[src/rtl/tpu_pkg.sv]
// Shared types and constants for the 2x2 matmul host loader and MMU feeder path.
package tpu_pkg;

  localparam int DATA_W     = 8;
  localparam int N_ELEM     = 4;
  localparam int RUN_CYCLES = 6;
  localparam int MMU_CYC_W  = 3;
  localparam int CNT_W      = $clog2(N_ELEM + 1);
  localparam int IDX_W      = $clog2(N_ELEM);

  typedef enum logic [1:0] {
    LOAD = 2'd0,
    RUN  = 2'd1,
    DONE = 2'd2
  } state_e;

endpackage

[src/rtl/mat_bank.sv]
// N_ELEM x DATA_W register bank filled in arrival order through a saturating
// write count; restart rewrites idx0 and restarts the count at 1.
module mat_bank
  import tpu_pkg::*;
(
  input  logic                     clk,
  input  logic                     rst_n,
  input  logic                     wr_en,
  input  logic [DATA_W-1:0]        wr_data,
  input  logic                     restart,
  input  logic                     clr_cnt,
  output logic                     full,
  output logic                     full_next,
  output logic [N_ELEM*DATA_W-1:0] entries
);

  logic [DATA_W-1:0] mem_q [N_ELEM];
  logic [DATA_W-1:0] mem_d [N_ELEM];
  logic [CNT_W-1:0]  cnt_q;
  logic [CNT_W-1:0]  cnt_d;

  assign full = (cnt_q == CNT_W'(N_ELEM));

  always_comb begin
    mem_d = mem_q;
    cnt_d = cnt_q;
    if (clr_cnt) begin
      cnt_d = '0;
    end else if (wr_en && restart) begin
      mem_d[0] = wr_data;
      cnt_d    = CNT_W'(1);
    end else if (wr_en && !full) begin
      mem_d[cnt_q[IDX_W-1:0]] = wr_data;
      cnt_d                   = cnt_q + CNT_W'(1);
    end
  end

  // Lets the FSM leave LOAD in the same cycle the final byte lands.
  assign full_next = (cnt_d == CNT_W'(N_ELEM));

  always_ff @(posedge clk or negedge rst_n) begin
    if (!rst_n) begin
      cnt_q <= '0;
      for (int k = 0; k < N_ELEM; k++) begin
        mem_q[k] <= '0;
      end
    end else begin
      cnt_q <= cnt_d;
      mem_q <= mem_d;
    end
  end

  for (genvar gi = 0; gi < N_ELEM; gi++) begin : g_out
    assign entries[gi*DATA_W +: DATA_W] = mem_q[gi];
  end

endmodule

[src/rtl/host_mat_loader.sv]
// Host byte-stream writer for the 2x2 MMU: fills weight/input banks, then runs one
// RUN_CYCLES-long MMU sequence. Define WEIGHT_REUSE_EN to keep weights across runs.
module host_mat_loader
  import tpu_pkg::*;
(
  input  logic                 clk,
  input  logic                 rst_n,
  input  logic                 host_valid,
  input  logic                 host_sel,
  input  logic [DATA_W-1:0]    host_data,
  output logic                 host_ready,
  output logic [DATA_W-1:0]    weight_0,
  output logic [DATA_W-1:0]    weight_1,
  output logic [DATA_W-1:0]    weight_2,
  output logic [DATA_W-1:0]    weight_3,
  output logic [DATA_W-1:0]    input_0,
  output logic [DATA_W-1:0]    input_1,
  output logic [DATA_W-1:0]    input_2,
  output logic [DATA_W-1:0]    input_3,
  output logic                 mmu_en,
  output logic [MMU_CYC_W-1:0] mmu_cycles,
  output logic                 done,
  output logic                 overflow
);

  state_e                 state_q, state_d;
  logic [MMU_CYC_W-1:0]   run_cnt_q, run_cnt_d;
  logic                   overflow_q, overflow_d;

  logic                   accept, w_byte, i_byte;
  logic                   w_wr, w_restart, w_clr, w_drop;
  logic                   i_wr, i_clr;
  logic                   w_full, w_full_next, i_full, i_full_next;
  logic [N_ELEM*DATA_W-1:0] w_entries, i_entries;

  assign accept = host_valid && (state_q == LOAD);
  assign w_byte = accept && !host_sel;
  assign i_byte = accept && host_sel;

`ifdef WEIGHT_REUSE_EN
  assign w_restart = w_full;
  assign w_wr      = w_byte;
  assign w_drop    = 1'b0;
  assign w_clr     = 1'b0;
`else
  assign w_restart = 1'b0;
  assign w_wr      = w_byte && !w_full;
  assign w_drop    = w_byte && w_full;
  assign w_clr     = (state_q == DONE);
`endif

  assign i_wr  = i_byte && !i_full;
  assign i_clr = (state_q == DONE);

  mat_bank u_weight_bank (
    .clk       (clk),
    .rst_n     (rst_n),
    .wr_en     (w_wr),
    .wr_data   (host_data),
    .restart   (w_restart),
    .clr_cnt   (w_clr),
    .full      (w_full),
    .full_next (w_full_next),
    .entries   (w_entries)
  );

  mat_bank u_input_bank (
    .clk       (clk),
    .rst_n     (rst_n),
    .wr_en     (i_wr),
    .wr_data   (host_data),
    .restart   (1'b0),
    .clr_cnt   (i_clr),
    .full      (i_full),
    .full_next (i_full_next),
    .entries   (i_entries)
  );

  always_comb begin
    state_d    = state_q;
    run_cnt_d  = run_cnt_q;
    // Any byte offered outside LOAD, or to a full bank that cannot take it, is lost.
    overflow_d = overflow_q
               | (host_valid && (state_q != LOAD))
               | w_drop
               | (i_byte && i_full);
    case (state_q)
      LOAD: begin
        run_cnt_d = '0;
        if (w_full_next && i_full_next) begin
          state_d = RUN;
        end
      end
      RUN: begin
        if (run_cnt_q == MMU_CYC_W'(RUN_CYCLES - 1)) begin
          state_d   = DONE;
          run_cnt_d = '0;
        end else begin
          run_cnt_d = run_cnt_q + MMU_CYC_W'(1);
        end
      end
      DONE: begin
        state_d   = LOAD;
        run_cnt_d = '0;
      end
      default: begin
        state_d   = LOAD;
        run_cnt_d = '0;
      end
    endcase
  end

  always_ff @(posedge clk or negedge rst_n) begin
    if (!rst_n) begin
      state_q    <= LOAD;
      run_cnt_q  <= '0;
      overflow_q <= 1'b0;
    end else begin
      state_q    <= state_d;
      run_cnt_q  <= run_cnt_d;
      overflow_q <= overflow_d;
    end
  end

  assign host_ready = (state_q == LOAD);
  assign mmu_en     = (state_q == RUN);
  assign mmu_cycles = mmu_en ? run_cnt_q : '0;
  assign done       = (state_q == DONE);
  assign overflow   = overflow_q;

  assign weight_0 = w_entries[0*DATA_W +: DATA_W];
  assign weight_1 = w_entries[1*DATA_W +: DATA_W];
  assign weight_2 = w_entries[2*DATA_W +: DATA_W];
  assign weight_3 = w_entries[3*DATA_W +: DATA_W];
  assign input_0  = i_entries[0*DATA_W +: DATA_W];
  assign input_1  = i_entries[1*DATA_W +: DATA_W];
  assign input_2  = i_entries[2*DATA_W +: DATA_W];
  assign input_3  = i_entries[3*DATA_W +: DATA_W];

endmodule
[config.mk]
export PLATFORM = sky130hd
export DESIGN_NAME = host_mat_loader
export DESIGN_NICKNAME = d
export VERILOG_FILES = /design/src/rtl/tpu_pkg.sv /design/src/rtl/mat_bank.sv /design/src/rtl/host_mat_loader.sv
export SDC_FILE = /design/constraint.sdc
export NUM_CORES = 1
export LEC_CHECK = 0
export CAP_MARGIN = 20
export CORE_MARGIN = 3
export CORE_UTILIZATION = 40
export CTS_CLUSTER_DIAMETER = 60
export DETAILED_ROUTE_END_ITERATION = 10
export PLACE_DENSITY_LB_ADDON = 0.15
export SYNTH_ARGS = -nofsm -noshare
export SYNTH_HDL_FRONTEND = slang
export SYNTH_SLANG_ARGS = --single-unit
[constraint.sdc]
create_clock -name clk -period 5.5 [get_ports clk]
set_clock_uncertainty 0.2 [all_clocks]
set_input_delay 1.1 -clock clk [delete_from_list [all_inputs] [get_ports clk]]
set_output_delay 1.1 -clock clk [all_outputs]
set_load 0.05 [all_outputs]
# After elaboration in Yosys (flattened, before gate mapping)
# Index checks and enable logic that the tools add are counted.
dict set report totals {
  ff_bits 76
  in_bits 12
}
dict set report classes {
  n_lt_le_gt_ge 4
  reduce_logical 21
  n_eq_ne 9
  add_sub_neg 3
  mux 16
  bitwise 6
}
# operator n
set op_table {}
lappend op_table {{bitwise mux 32 bit} 2}
lappend op_table {{demux 8 bit (select 2 bit)} 2}
lappend op_table {{2-to-1 mux 3 bit} 7}
lappend op_table {{2-to-1 mux 8 bit} 2}
lappend op_table {{equality test 3 bit (second input constant)} 5}
lappend op_table {{logical AND 1 bit} 13}
lappend op_table {{adder 3 x 1 -> 3 bit (second input constant)} 3}
lappend op_table {{>= comparator 3 bit (second input constant)} 2}
lappend op_table {{< comparator 3 x 1 -> 1 bit (second input constant)} 2}
lappend op_table {{NOT 2 -> 3 bit} 2}
lappend op_table {{AND reduction 2 bit} 3}
lappend op_table {{2-to-1 mux 2 bit} 2}
lappend op_table {{!= test 2 x 1 -> 1 bit (second input constant)} 2}
lappend op_table {{one-hot mux 2 bit (2 select lines)} 1}
lappend op_table {{zero test 1 bit} 3}
lappend op_table {{OR 1 bit} 3}
lappend op_table {{equality test 2 x 1 -> 1 bit (second input constant)} 1}
lappend op_table {{equality test 2 bit (second input constant)} 1}
lappend op_table {{zero test 2 bit} 1}
lappend op_table {{nonzero test 2 bit} 1}
lappend op_table {{NOT 1 bit} 1}

# Depth between registers and ports, before layout
# Gate-level depths: netlist (run 1).
dict set report depth {
  ltp_word 11
  depth_mapped 8
}

# Hierarchy
# From an unflattened synthesis (run 1), not the netlist that was laid out.
dict set report hier_totals {
  hier_cells 223
  area_unflattened_um2 3254.4
}
# module n_inst cells_per_inst area_each_um2 seq_area_each_um2
set modules_own_cells {}
lappend modules_own_cells {mat_bank 2 96 1475.2 875.8}
lappend modules_own_cells {host_mat_loader 1 31 304.0 150.1}

# Worst setup path after synthesis (run 1)
# OpenSTA, ideal clock, no wires.
dict set report synth_path {
  path_type {reg-to-output}
  start {register state_q[1]}
  end {output mmu_cycles[0]}
  stages_incl_launch_ff 4
  arrival_time_ns 1.506
  required_time_ns 4.200
  path_buffers 0
  slack_ns 2.694
  path_cell_list {dfrtp_1 or2b_1 inv_1 and2_1}
}
dict set report synth_via {
  elab_chain_cells 2
}
# element line
set synth_lines {}
lappend synth_lines {{start: declaration} host_mat_loader.sv:26} ;# state_e state_q, state_d;
lappend synth_lines {{start signal: assignment} host_mat_loader.sv:119} ;# state_q <= state_d;
lappend synth_lines {{equality test 2 x 1 -> 1 bit} host_mat_loader.sv:126} ;# assign mmu_en = (state_q == RUN);
lappend synth_lines {{via mmu_en} host_mat_loader.sv:20} ;# output logic mmu_en,
lappend synth_lines {{2-to-1 mux 3 bit} host_mat_loader.sv:127} ;# assign mmu_cycles = mmu_en ? run_cnt_q : '0;
lappend synth_lines {{end: declaration} host_mat_loader.sv:21} ;# output logic [MMU_CYC_W-1:0] mmu_cycles,
# The timed path passes the listed nets, and every way through them passes these cells.

# Final worst setup path (run 1)
dict set report layout_path {
  start {register state_q[1]}
  end {output done}
}
dict set report layout_via {
  elab_chain_cells 1
}
# element line
set layout_lines {}
lappend layout_lines {{equality test 2 bit} host_mat_loader.sv:128} ;# assign done = (state_q == DONE);
lappend layout_lines {{end: declaration} host_mat_loader.sv:22} ;# output logic done,
# Every way passes these cells.

==> results.md, run 1 <==
- Clock latency on the worst-skew pair: about 0.33 ns
- Inserted Clock Buffers: 9
- Proportion of layout cells with a drive suffix above 1: 30.59%
- RSZ-0062 raised after global routing: false
- Crit-path max FO: 9
- Port Buffer Count: 82
- Top Ports: 83
- Largest net degree at the start of global routing: 77
- HP Start: u_weight_bank.entries[2]$_DFFE_PN0P_
- Syn avg cell area: about 15 µm²
- Worst R2R Start: u_weight_bank.cnt_q[0]$_DFF_PN0_
- HP Class: reg -> reg
- All-Layer GR Usage: between 10% and 20%
- Min Tclk post-route: 3.462 ns
- Unique masters post-synth: 28
- Die height: around 94 µm
- Final wirelength: 6590 µm
- R2R setup slack: 3.15 ns
- Setup CP Type: reg -> out
- Clk sinks: 76
- Reg area: 0.001902 mm²
- Total Negative Setup Slacks: 0 ns
- Leading area contributor after synthesis: dfrtp_1
- Global-route wire length before repair: approximately 11000 µm
- Endpoints failing setup: 0
- Sequential fraction of the synthesis area: between 60% and 70%
- Ys async rst share: between 90% and 100%
- Final Hold Fails: 0
- Synth warn: 0
- CTS tree: done
- CP Launch Type: flop
- Initial core utilization: between 40% and 50%
- Multi-input logic area: 0.001175 mm²
- Global route hottest layer: met2
- Syn nets: 228
- Post-synth top area share: 61.12%
- Initial antenna violation count: 0
- Max Fclk: 0.2889 GHz
- Wire per inst: roughly 16 µm
- Fin area: 0.004324 mm²
- # diodes: 0
- Top-count cell post-synth: dfrtp_1
- DRC: 0
- Initial DRC count: 49
- Worst R2R End: state_q[0]$_DFFE_PN0P_
- EDFF count, synth: 0
- Worst slew pin tran: 0.9478 ns
- DP HPWL: 4589 µm
- Crit path cell chain: nor2b_1 -> clkdlybuf4s50_1
- Crit path buf inv count: 1
- Post-Synthesis Cell Area: a little over 0.003 mm²
- Via density: 4.901
- Via Count: about 2000
- Met3 Use GR: 6.010%
- R2r worst-path depth: 7
- CORE AREA: 0.007408 mm²
- Post-CTS Setup Inserts: 0
- Synth top area cells: dfrtp_1, mux2_2, ha_1
- Hold Path Sink: u_weight_bank.entries[2]$_DFFE_PN0P_
- Drt pass-1 iters: 3
- Kind of cell adding the most delay to the critical path: buffers and inverters
- Beginning of the critical path: state_q[1]$_DFFE_PN0P_
- Die area: 0.008874 mm²
- Placer Congestion: 0.7787
- Total of max-cap violations: 0
- Crit path capture type: output pin
- Tcrit/Tclk final: 62.94%
- Grt met1 use: a little over a fifth
- Slew headroom: 36.81%
- Area Growth Syn to Fin: 38.96%
- Gate count after technology mapping: 208
- Ys flop type: dfrtp_1
- Synth Register Bits: 76
- CTS Buffer Depth: 2
- Routed Antenna Nets: 0
- Max-slew violations: 0
- H-tree Lvls: 3
- Die X: 94.20 µm
- Data required time of the critical path: about 4.2 ns
- Grt ovf: 0
- Post-CTS resize count: 0
- Top post-synthesis cells by count: dfrtp_1, mux2_2, nor2_1, ha_1, nand2_2
- Fillers: 633
- CP arrival: 2.16 ns
- Nets: 319
- Vias in the first global route: 2023
- Worst Hold Path Cells: 1
- CTS Hold Bufs: 0
- Clock transition at path regs: roughly 0.07 ns
- Met2 Use GR: 23.70%
- Root Buffer: clkbuf_8
- Placed Area: 0.004038 mm²
- Site Rows: 31
- Status: completed
- CP max-delay cell: clkdlybuf4s50_1
- Slowest stage delay, CP: 0.92 ns
-- worst max path at each step --
stage,end,slack (ns),depth (start not counted)
floorplan,mmu_cycles[0],2.69,3
global placement,state_q[0]$_DFFE_PN0P_,2.40,6
detailed placement,done,2.38,2
CTS,done,2.00,2
global route,done,1.87,2
finish,done,2.04,2
-- kinds of logic (layout without fill, tap and decap cells) --
| group | count (synthesis) | in the layout | synth area share (%) |
|---|---|---|---|
| DFF | 76 | 76 | 61.12 |
| muxes | 67 | 67 | 24.17 |
| and+or+nand+nor | 37 | 37 | 6.876 |
| AOI/OAI and AO/OA | 10 | 10 | 2.654 |
| adders and majority gates | 8 | 8 | 3.217 |
| buffers and inverters | 7 | 103 | 1.126 |
| xor gates and xnor gates | 3 | 3 | 0.8445 |
-- area by class of cell --
class / count / area share [%]
Timing Repair Buffer: 82 / 18.92
Multi-Input combinational cell: 125 / 27.17
Clock inverter: 7 / 3.762
Tap cell: 99 / 2.865
Clock buffer: 9 / 2.865
Sequential cell: 76 / 43.98
Inverter: 5 / 0.4340
-- cells in the final DEF (no fill, tap or decap), types with 2 or more instances in the layout --
cell / netlist / layout
clkdlybuf4s50_1: 0 / 81
dfrtp_1: 76 / 76
mux2_2: 65 / 65
nor2_1: 9 / 9
clkbuf_8: 0 / 9
nand2_2: 8 / 8
ha_1: 8 / 8
nand2_1: 6 / 6
inv_1: 5 / 5
bufinv_16: 0 / 5
nand3b_1: 3 / 3
and2_1: 3 / 3
and4b_1: 2 / 2
o21ai_0: 2 / 2
mux2i_1: 2 / 2
xnor2_1: 2 / 2
a31oi_1: 2 / 2
a21oi_1: 2 / 2
-- sequential cells by signal, indices dropped and copies added, names as in the netlist --
register,count
overflow,1
u_weight_bank.cnt_q,3
u_weight_bank.entries,32
state_q,2
u_input_bank.entries,32
u_input_bank.cnt_q,3
run_cnt_q,3
-- layer usage --
layer | part of all wire [%] | routed length (µm)
met2 | 46 | 3008
met3 | 7.7 | 510
met5 | 0 | 0
met4 | 0.82 | 54
met1 | 46 | 3016
-- stage by stage --
stage          setup WS [ns]  hold slack (ns)  utilization, %  std cells
4_1_cts                1.997           0.3094           58.37        403
3_3_place_gp           2.402           0.2872           54.50        387
2_1_floorplan          2.694           0.2915               -        208
5_1_grt                1.872           0.3219           58.37        403
3_5_place_dp           2.382           0.2923           54.50        387
6_report               2.038           0.3067           58.37        403
-- worst reg2reg max path: stages, from the launching register on --
cell	delay, ns
dfrtp_1	0.46
inv_1	0.09
ha_1	0.23
nand2_1	0.09
and4b_1	0.45
mux2i_1	0.30
a21oi_1	0.12
o41ai_2	0.32
Power of run 1 is not shown: default switching activity piles up to over one toggle a cycle in this logic, so the estimate is an artifact.
==> run 2, diff against run 1 <==
==> constraint.sdc (replaced) <==
create_clock -name clk -period 3.15 [get_ports clk]
set_clock_uncertainty 0.2 [all_clocks]
set_input_delay 0.63 -clock clk [delete_from_list [all_inputs] [get_ports clk]]
set_output_delay 0.63 -clock clk [all_outputs]
set_load 0.05 [all_outputs]
==> run 2 against run 1 <==
  * Routed wire length up 1.8%
  * First-iteration DRC count up 16%
  * Setup slack worse by 1.8 ns
  * Non-clock buffer count up 1
  * Global-route usage up 0.29 points
  * Sequential share of layout area up 0.57 points
  * Die area unchanged
  * Register-to-register slack worse by 2.3 ns
  * Core utilization down 0.74 points
  * Via count up 0.61%
  * Critical path depth up 2
  * Flip-flop and latch count unchanged
==> results.md, run 2 (synthesis gave the netlist of run 1 again) <==
- Grt ovf: 0 (unchanged)
- Global-route wire length before repair: 10810 µm (was 10560 µm)
- Initial core utilization: 42.00% (unchanged)
- Final wirelength: 6707 µm (was 6590 µm)
- Cell Count, Final, Fillers Out: 404 (was 403)
- Total of max-cap violations: 0 (unchanged)
- Placed Area: 0.004045 mm² (was 0.004038 mm²)
- Slowest stage delay, CP: 0.80 ns (was 0.92 ns)
- Proportion of layout cells with a drive suffix above 1: 30.82% (was 30.59%)
- Min Tclk post-route: 2.923 ns
- Drt pass-1 iters: 4 (was 3)
- CTS tree: done (unchanged)
- Fin area: 0.004269 mm² (was 0.004324 mm²)
- Clock latency on the worst-skew pair: 0.33 ns (about the same)
- Post-CTS resize count: 0 (unchanged)
- Port Buffer Count: 82 (unchanged)
- Die area: 0.008874 mm² (unchanged)
- Wire per inst: 16.60 µm (was 16.35 µm)
- Inserted Clock Buffers: 9 (unchanged)
- CP max-delay cell: clkdlybuf4s50_1 (unchanged)
- Total Negative Setup Slacks: 0 ns (unchanged)
- Largest net degree at the start of global routing: 77 (unchanged)
- Max-slew violations: 0 (unchanged)
- Worst slew pin tran: 0.9601 ns (was 0.9478 ns)
- Die X: 94.20 µm (unchanged)
- Setup CP Type: reg -> out (unchanged)
- Root Buffer: clkbuf_8 (unchanged)
- CP arrival: 2.09 ns (was 2.16 ns)
- Placed Cells: 388 (was 387)
- M1 wire length: 3316 µm (was 3016 µm)
- Top Ports: 83 (unchanged)
- Post-CTS Setup Inserts: 0 (unchanged)
- Clock transition at path regs: 0.08 ns (was 0.07 ns)
- Routed length on met3: 437 µm (was 510 µm)
- Nets: 320 (was 319)
- Endpoints failing setup: 0 (unchanged)
- Crit path capture type: output pin (unchanged)
- H-tree Lvls: 3 (unchanged)
- Final Hold Fails: 0 (unchanged)
- Max Fclk: 0.3421 GHz
- Crit path cell chain: or2b_1 -> inv_1 -> and2_1 -> clkdlybuf4s50_1 (was nor2b_1 -> clkdlybuf4s50_1)
- DP HPWL: 4635 µm (was 4589 µm)
- Vias in the first global route: 2014 (was 2023)
- Data required time of the critical path: 2.32 ns (was 4.20 ns)
- # diodes: 0 (unchanged)
- CTS Hold Bufs: 0 (unchanged)
- Slew headroom: 36.00% (was 36.81%)
- Initial antenna violation count: 0 (unchanged)
- Status: completed (unchanged)
- Clk sinks: 76 (unchanged)
- Most common cell after layout, fill and taps aside: clkdlybuf4s50_1 (unchanged)
- RSZ-0062 raised after global routing: false (unchanged)
- All-Layer GR Usage: 16.10% (was 15.81%)
- Area Growth Syn to Fin: 37.19% (was 38.96%)
- Initial DRC count: 57 (was 49)
- Highest routing layer actually used: met4 (unchanged)
- Fillers: 625 (was 633)
- CORE AREA: 0.007408 mm² (unchanged)
- Most frequent cells in the layout: clkdlybuf4s50_1, dfrtp_1, mux2_2 (unchanged)
- Via density: 4.918 (was 4.901)
- Crit-path max FO: 5 (was 9)
- Routed Antenna Nets: 0 (unchanged)
- Placer Congestion: 0.7981 (was 0.7787)
- Via Count: 1987 (was 1975)
- Tcrit/Tclk final: between 90% and 100%
- Site Rows: 31 (unchanged)
- CTS Buffer Depth: 2 (unchanged)
- CP Launch Type: flop (unchanged)
- Die height: 94.20 µm (unchanged)
- Met2 WL: 2904 µm (was 3008 µm)
- HP Class: in -> async (was reg -> reg)
- DRC: 0 (unchanged)
[run 2: cell types whose count changed in the layout (fill, tap and decap cells not counted), sizes merged]
cell,before,now
clkbuf,9,10
bufinv,5,2
inv,5,6
buf,1,2
clkinv,1,2
[run 2: path summary, 6_finish.rpt]
| kind | from | endpoint | slack, ns | cells after the start |
|---|---|---|---|---|
| min | rst_n | u_weight_bank.entries[4]$_DFFE_PN0P_ | 0.24 | 1 |
| min in group clk | u_input_bank.entries[2]$_DFFE_PN0P_ | u_input_bank.entries[2]$_DFFE_PN0P_ | 0.31 | 1 |
| max | state_q[1]$_DFFE_PN0P_ | mmu_cycles[2] | 0.23 | 4 |
| min reg2reg | u_input_bank.entries[2]$_DFFE_PN0P_ | u_input_bank.entries[2]$_DFFE_PN0P_ | 0.31 | 1 |
| max in group asynchronous | rst_n | u_input_bank.entries[15]$_DFFE_PN0P_ | 1.88 | 1 |
| max reg2reg | u_weight_bank.cnt_q[0]$_DFF_PN0_ | state_q[0]$_DFFE_PN0P_ | 0.85 | 7 |
[run 2: routing by layer]
metal / up-vias / global-route usage, %
li1: 920 / -
met1: 1007 / 23.60
met2: 55 / 22.16
met3: 5 / 5.208
met4: 0 / 5.776
met5: - / 0
[run 2: critical path, delay by kind of cell, from the launching register on]
| family | cells | cell delay (ns) |
|---|---|---|
| buf+inv | 2 | 0.93 |
| simple gates | 2 | 0.43 |
| flops | 1 | 0.41 |
[run 2: final cells by class]
cell class	instances	area [µm²]	area share, %
multi-input cells	125	1175	27.52
clock inverters	6	86.33	2.022
flip-flops and latches	76	1902	44.55
repair buffers	83	825.8	19.34
clock buffers	10	137.6	3.224
inverters	5	18.77	0.4396
well taps	99	123.9	2.902
[run 2: metrics by stage]
step | setup slack [ns] | utilization (%) | hold WS (ns)
CTS | 0.1873 | 57.63 | 0.2726
detailed placement | 0.5243 | 54.60 | 0.2915
global placement | 0.5523 | 54.60 | 0.2861
floorplan | 0.6793 | - | 0.1344
finish | 0.2266 | 57.63 | 0.2383
global route | 0.1015 | 57.63 | 0.3200
Power of run 2 is left out for the same reason.
==> run 3, diff against run 2 <==
--- a/config.mk
+++ b/config.mk
@@ -6,11 +6,14 @@
 export NUM_CORES = 1
 export LEC_CHECK = 0
 export CAP_MARGIN = 20
+export CELL_PAD_IN_SITES_DETAIL_PLACEMENT = 1
+export CELL_PAD_IN_SITES_GLOBAL_PLACEMENT = 2
 export CORE_MARGIN = 3
-export CORE_UTILIZATION = 40
+export CORE_UTILIZATION = 33
 export CTS_CLUSTER_DIAMETER = 60
 export DETAILED_ROUTE_END_ITERATION = 10
 export PLACE_DENSITY_LB_ADDON = 0.15
+export SETUP_SLACK_MARGIN = 0.1
 export SYNTH_ARGS = -nofsm -noshare
 export SYNTH_HDL_FRONTEND = slang
 export SYNTH_SLANG_ARGS = --single-unit
==> constraint.sdc (replaced) <==
create_clock -name clk -period 3.1 [get_ports clk]
set_clock_uncertainty 0.2 [all_clocks]
set_input_delay 0.62 -clock clk [delete_from_list [all_inputs] [get_ports clk]]
set_output_delay 0.62 -clock clk [all_outputs]
set_load 0.05 [all_outputs]
==> run 3 against run 2 <==
  * First-iteration DRC count decreased by 47%
  * Setup slack improved by 0.069 ns
  * Cell count rose by 2.7%
  * Core utilization decreased by 9.8 points
  * Non-clock buffer count grew 3
  * Via count is 1.6% higher
  * Register-to-register slack gained 0.03 ns
  * Final area is 0.18% higher
  * Critical path depth shrank 1
  * Flip-flop and latch count unchanged
  * Global-route usage down 1.3 points
  * Critical endpoint is now mmu_en
==> results.md, run 3 (synthesis gave the netlist of run 1 again) <==
- Max Fclk: 0.3566 GHz
- Drt pass-1 iters: 4 (unchanged)
- Worst slew pin tran: 0.5490 ns (was 0.9601 ns)
- Nets: 323 (was 320)
- Global route hottest layer: met2 (was met1)
- DRC: 0 (unchanged)
- RSZ-0062 raised after global routing: false (unchanged)
- Root Buffer: clkbuf_8 (unchanged)
- Endpoints failing setup: 0 (unchanged)
- Total Negative Setup Slacks: 0 ns (unchanged)
- Area Growth Syn to Fin: 37.43% (was 37.19%)
- Final Hold Fails: 0 (unchanged)
- Initial antenna violation count: 0 (unchanged)
- CTS tree: done (unchanged)
- Via Count: 2019 (was 1987)
- Clock latency on the worst-skew pair: 0.34 ns (was 0.33 ns)
- # diodes: 0 (unchanged)
- Die area: 0.01063 mm² (was 0.008874 mm²)
- Vias in the first global route: 2145 (was 2014)
- Crit path capture type: output pin (unchanged)
- Wire per inst: 17.88 µm (was 16.60 µm)
- Total of max-cap violations: 0 (unchanged)
- Port Buffer Count: 82 (unchanged)
- Site Rows: 34 (was 31)
- Cell Count, Final, Fillers Out: 415 (was 404)
- Die height: 103.1 µm (was 94.20 µm)
- DP HPWL: 5392 µm (was 4635 µm)
- Initial core utilization: 34.83% (was 42.00%)
- Inserted Clock Buffers: 9 (unchanged)
- Met3 Use GR: 4.871% (was 5.208%)
- Setup CP Type: reg -> out (unchanged)
- All-Layer GR Usage: 14.81% (was 16.10%)
- Placer Congestion: 0.7444 (was 0.7981)
- Routed Antenna Nets: 0 (unchanged)
- HP Class: in -> async (unchanged)
- CP arrival: 1.98 ns (was 2.09 ns)
- Die X: 103.1 µm (was 94.20 µm)
- Post-CTS Setup Inserts: 0 (unchanged)
- Via density: 4.865 (was 4.918)
- CP Launch Type: flop (unchanged)
- Top Ports: 83 (unchanged)
- Global-route wire length before repair: 11650 µm (was 10810 µm)
- Clk sinks: 76 (unchanged)
- Crit path cell chain: or2b_1 -> inv_1 -> clkdlybuf4s50_1 (was or2b_1 -> inv_1 -> and2_1 -> clkdlybuf4s50_1)
- Min Tclk post-route: 2.804 ns
- CTS Hold Bufs: 0 (unchanged)
- Most common cell after layout, fill and taps aside: clkdlybuf4s50_1 (unchanged)
- Slew headroom: 63.28% (was 36.00%)
- CTS Buffer Depth: 2 (unchanged)
- Tcrit/Tclk final: 90.45%
- Placed Cells: 400 (was 388)
- Crit-path max FO: 5 (unchanged)
- Data required time of the critical path: 2.28 ns (was 2.32 ns)
- Hold_ws: 0.05070 ns (was 0.2383 ns)
- R2r worst-path depth: 7 (unchanged)
- Post-CTS resize count: 0 (unchanged)
- Met2 Use GR: 23.68% (was 22.16%)
- Status: completed (unchanged)
- Clock transition at path regs: 0.08 ns (about the same)
- Most frequent cells in the layout: clkdlybuf4s50_1, dfrtp_1, mux2_2 (unchanged)
- H-tree Lvls: 3 (unchanged)
- CORE AREA: 0.008934 mm² (was 0.007408 mm²)
- Largest net degree at the start of global routing: 43 (was 77)
- Initial DRC count: 30 (was 57)
- Final wirelength: 7421 µm (was 6707 µm)
- Setup ws final: 0.2960 ns (was 0.2266 ns)
- Slowest stage delay, CP: 0.82 ns (was 0.80 ns)
- Place WS: 0.4692 ns (was 0.5243 ns)
- Grt met1 use: 19.18% (was 23.60%)
- Proportion of layout cells with a drive suffix above 1: 30.94% (was 30.82%)
- CP max-delay cell: clkdlybuf4s50_1 (unchanged)
- Max-slew violations: 0 (unchanged)
- Grt ovf: 0 (unchanged)
run 3: cell types whose count changed in the layout (fill, tap and decap cells not counted):
| cell | before | now |
|---|---|---|
| buf_4 | 2 | 5 |
| clkdlybuf4s50_1 | 81 | 78 |
| dlymetal6s2s_1 | 0 | 3 |
| bufinv_16 | 2 | 1 |
| clkbuf_1 | 0 | 1 |
| clkinvlp_4 | 1 | 0 |
run 3: cell type report:
cell class	count	area, µm²
Sequential cell	76	1902
Multi-Input combinational cell	125	1175
Tap cell	108	135.1
Inverter	5	18.77
Fill cell	899	4657
Timing Repair Buffer	86	855.8
Clock inverter	4	48.80
Clock buffer	11	141.4
run 3: critical path, delay by kind of cell, from the launching register on:
kind	cells	cell delay (ns)
simple gates	1	0.30
flops	1	0.41
buf+inv	2	0.95
run 3: through the flow:
stage,utilization (%),instance area (µm²)
6_report,47.87,4277
5_1_grt,47.87,4277
4_1_cts,47.79,4269
2_1_floorplan,-,3112
3_3_place_gp,45.66,4079
3_5_place_dp,45.66,4079
run 3: final timing paths:
path,from,to,slack [ns]
min,rst_n,u_weight_bank.cnt_q[2]$_DFF_PN0_,0.05
min in group clk,overflow$_DFF_PN0_,overflow$_DFF_PN0_,0.29
max reg2reg,u_weight_bank.cnt_q[0]$_DFF_PN0_,state_q[0]$_DFFE_PN0P_,0.88
min reg2reg,overflow$_DFF_PN0_,overflow$_DFF_PN0_,0.29
max in group asynchronous,rst_n,u_weight_bank.entries[20]$_DFFE_PN0P_,1.99
max,state_q[1]$_DFFE_PN0P_,mmu_en,0.30
run 3: metal layers:
layer  vias up  wire length (µm)
met5         -                 0
met4         0                92
met3         8               436
met2        57              3518
met1      1034              3374
li1        920                 -
Power of run 3 is left out for the same reason.
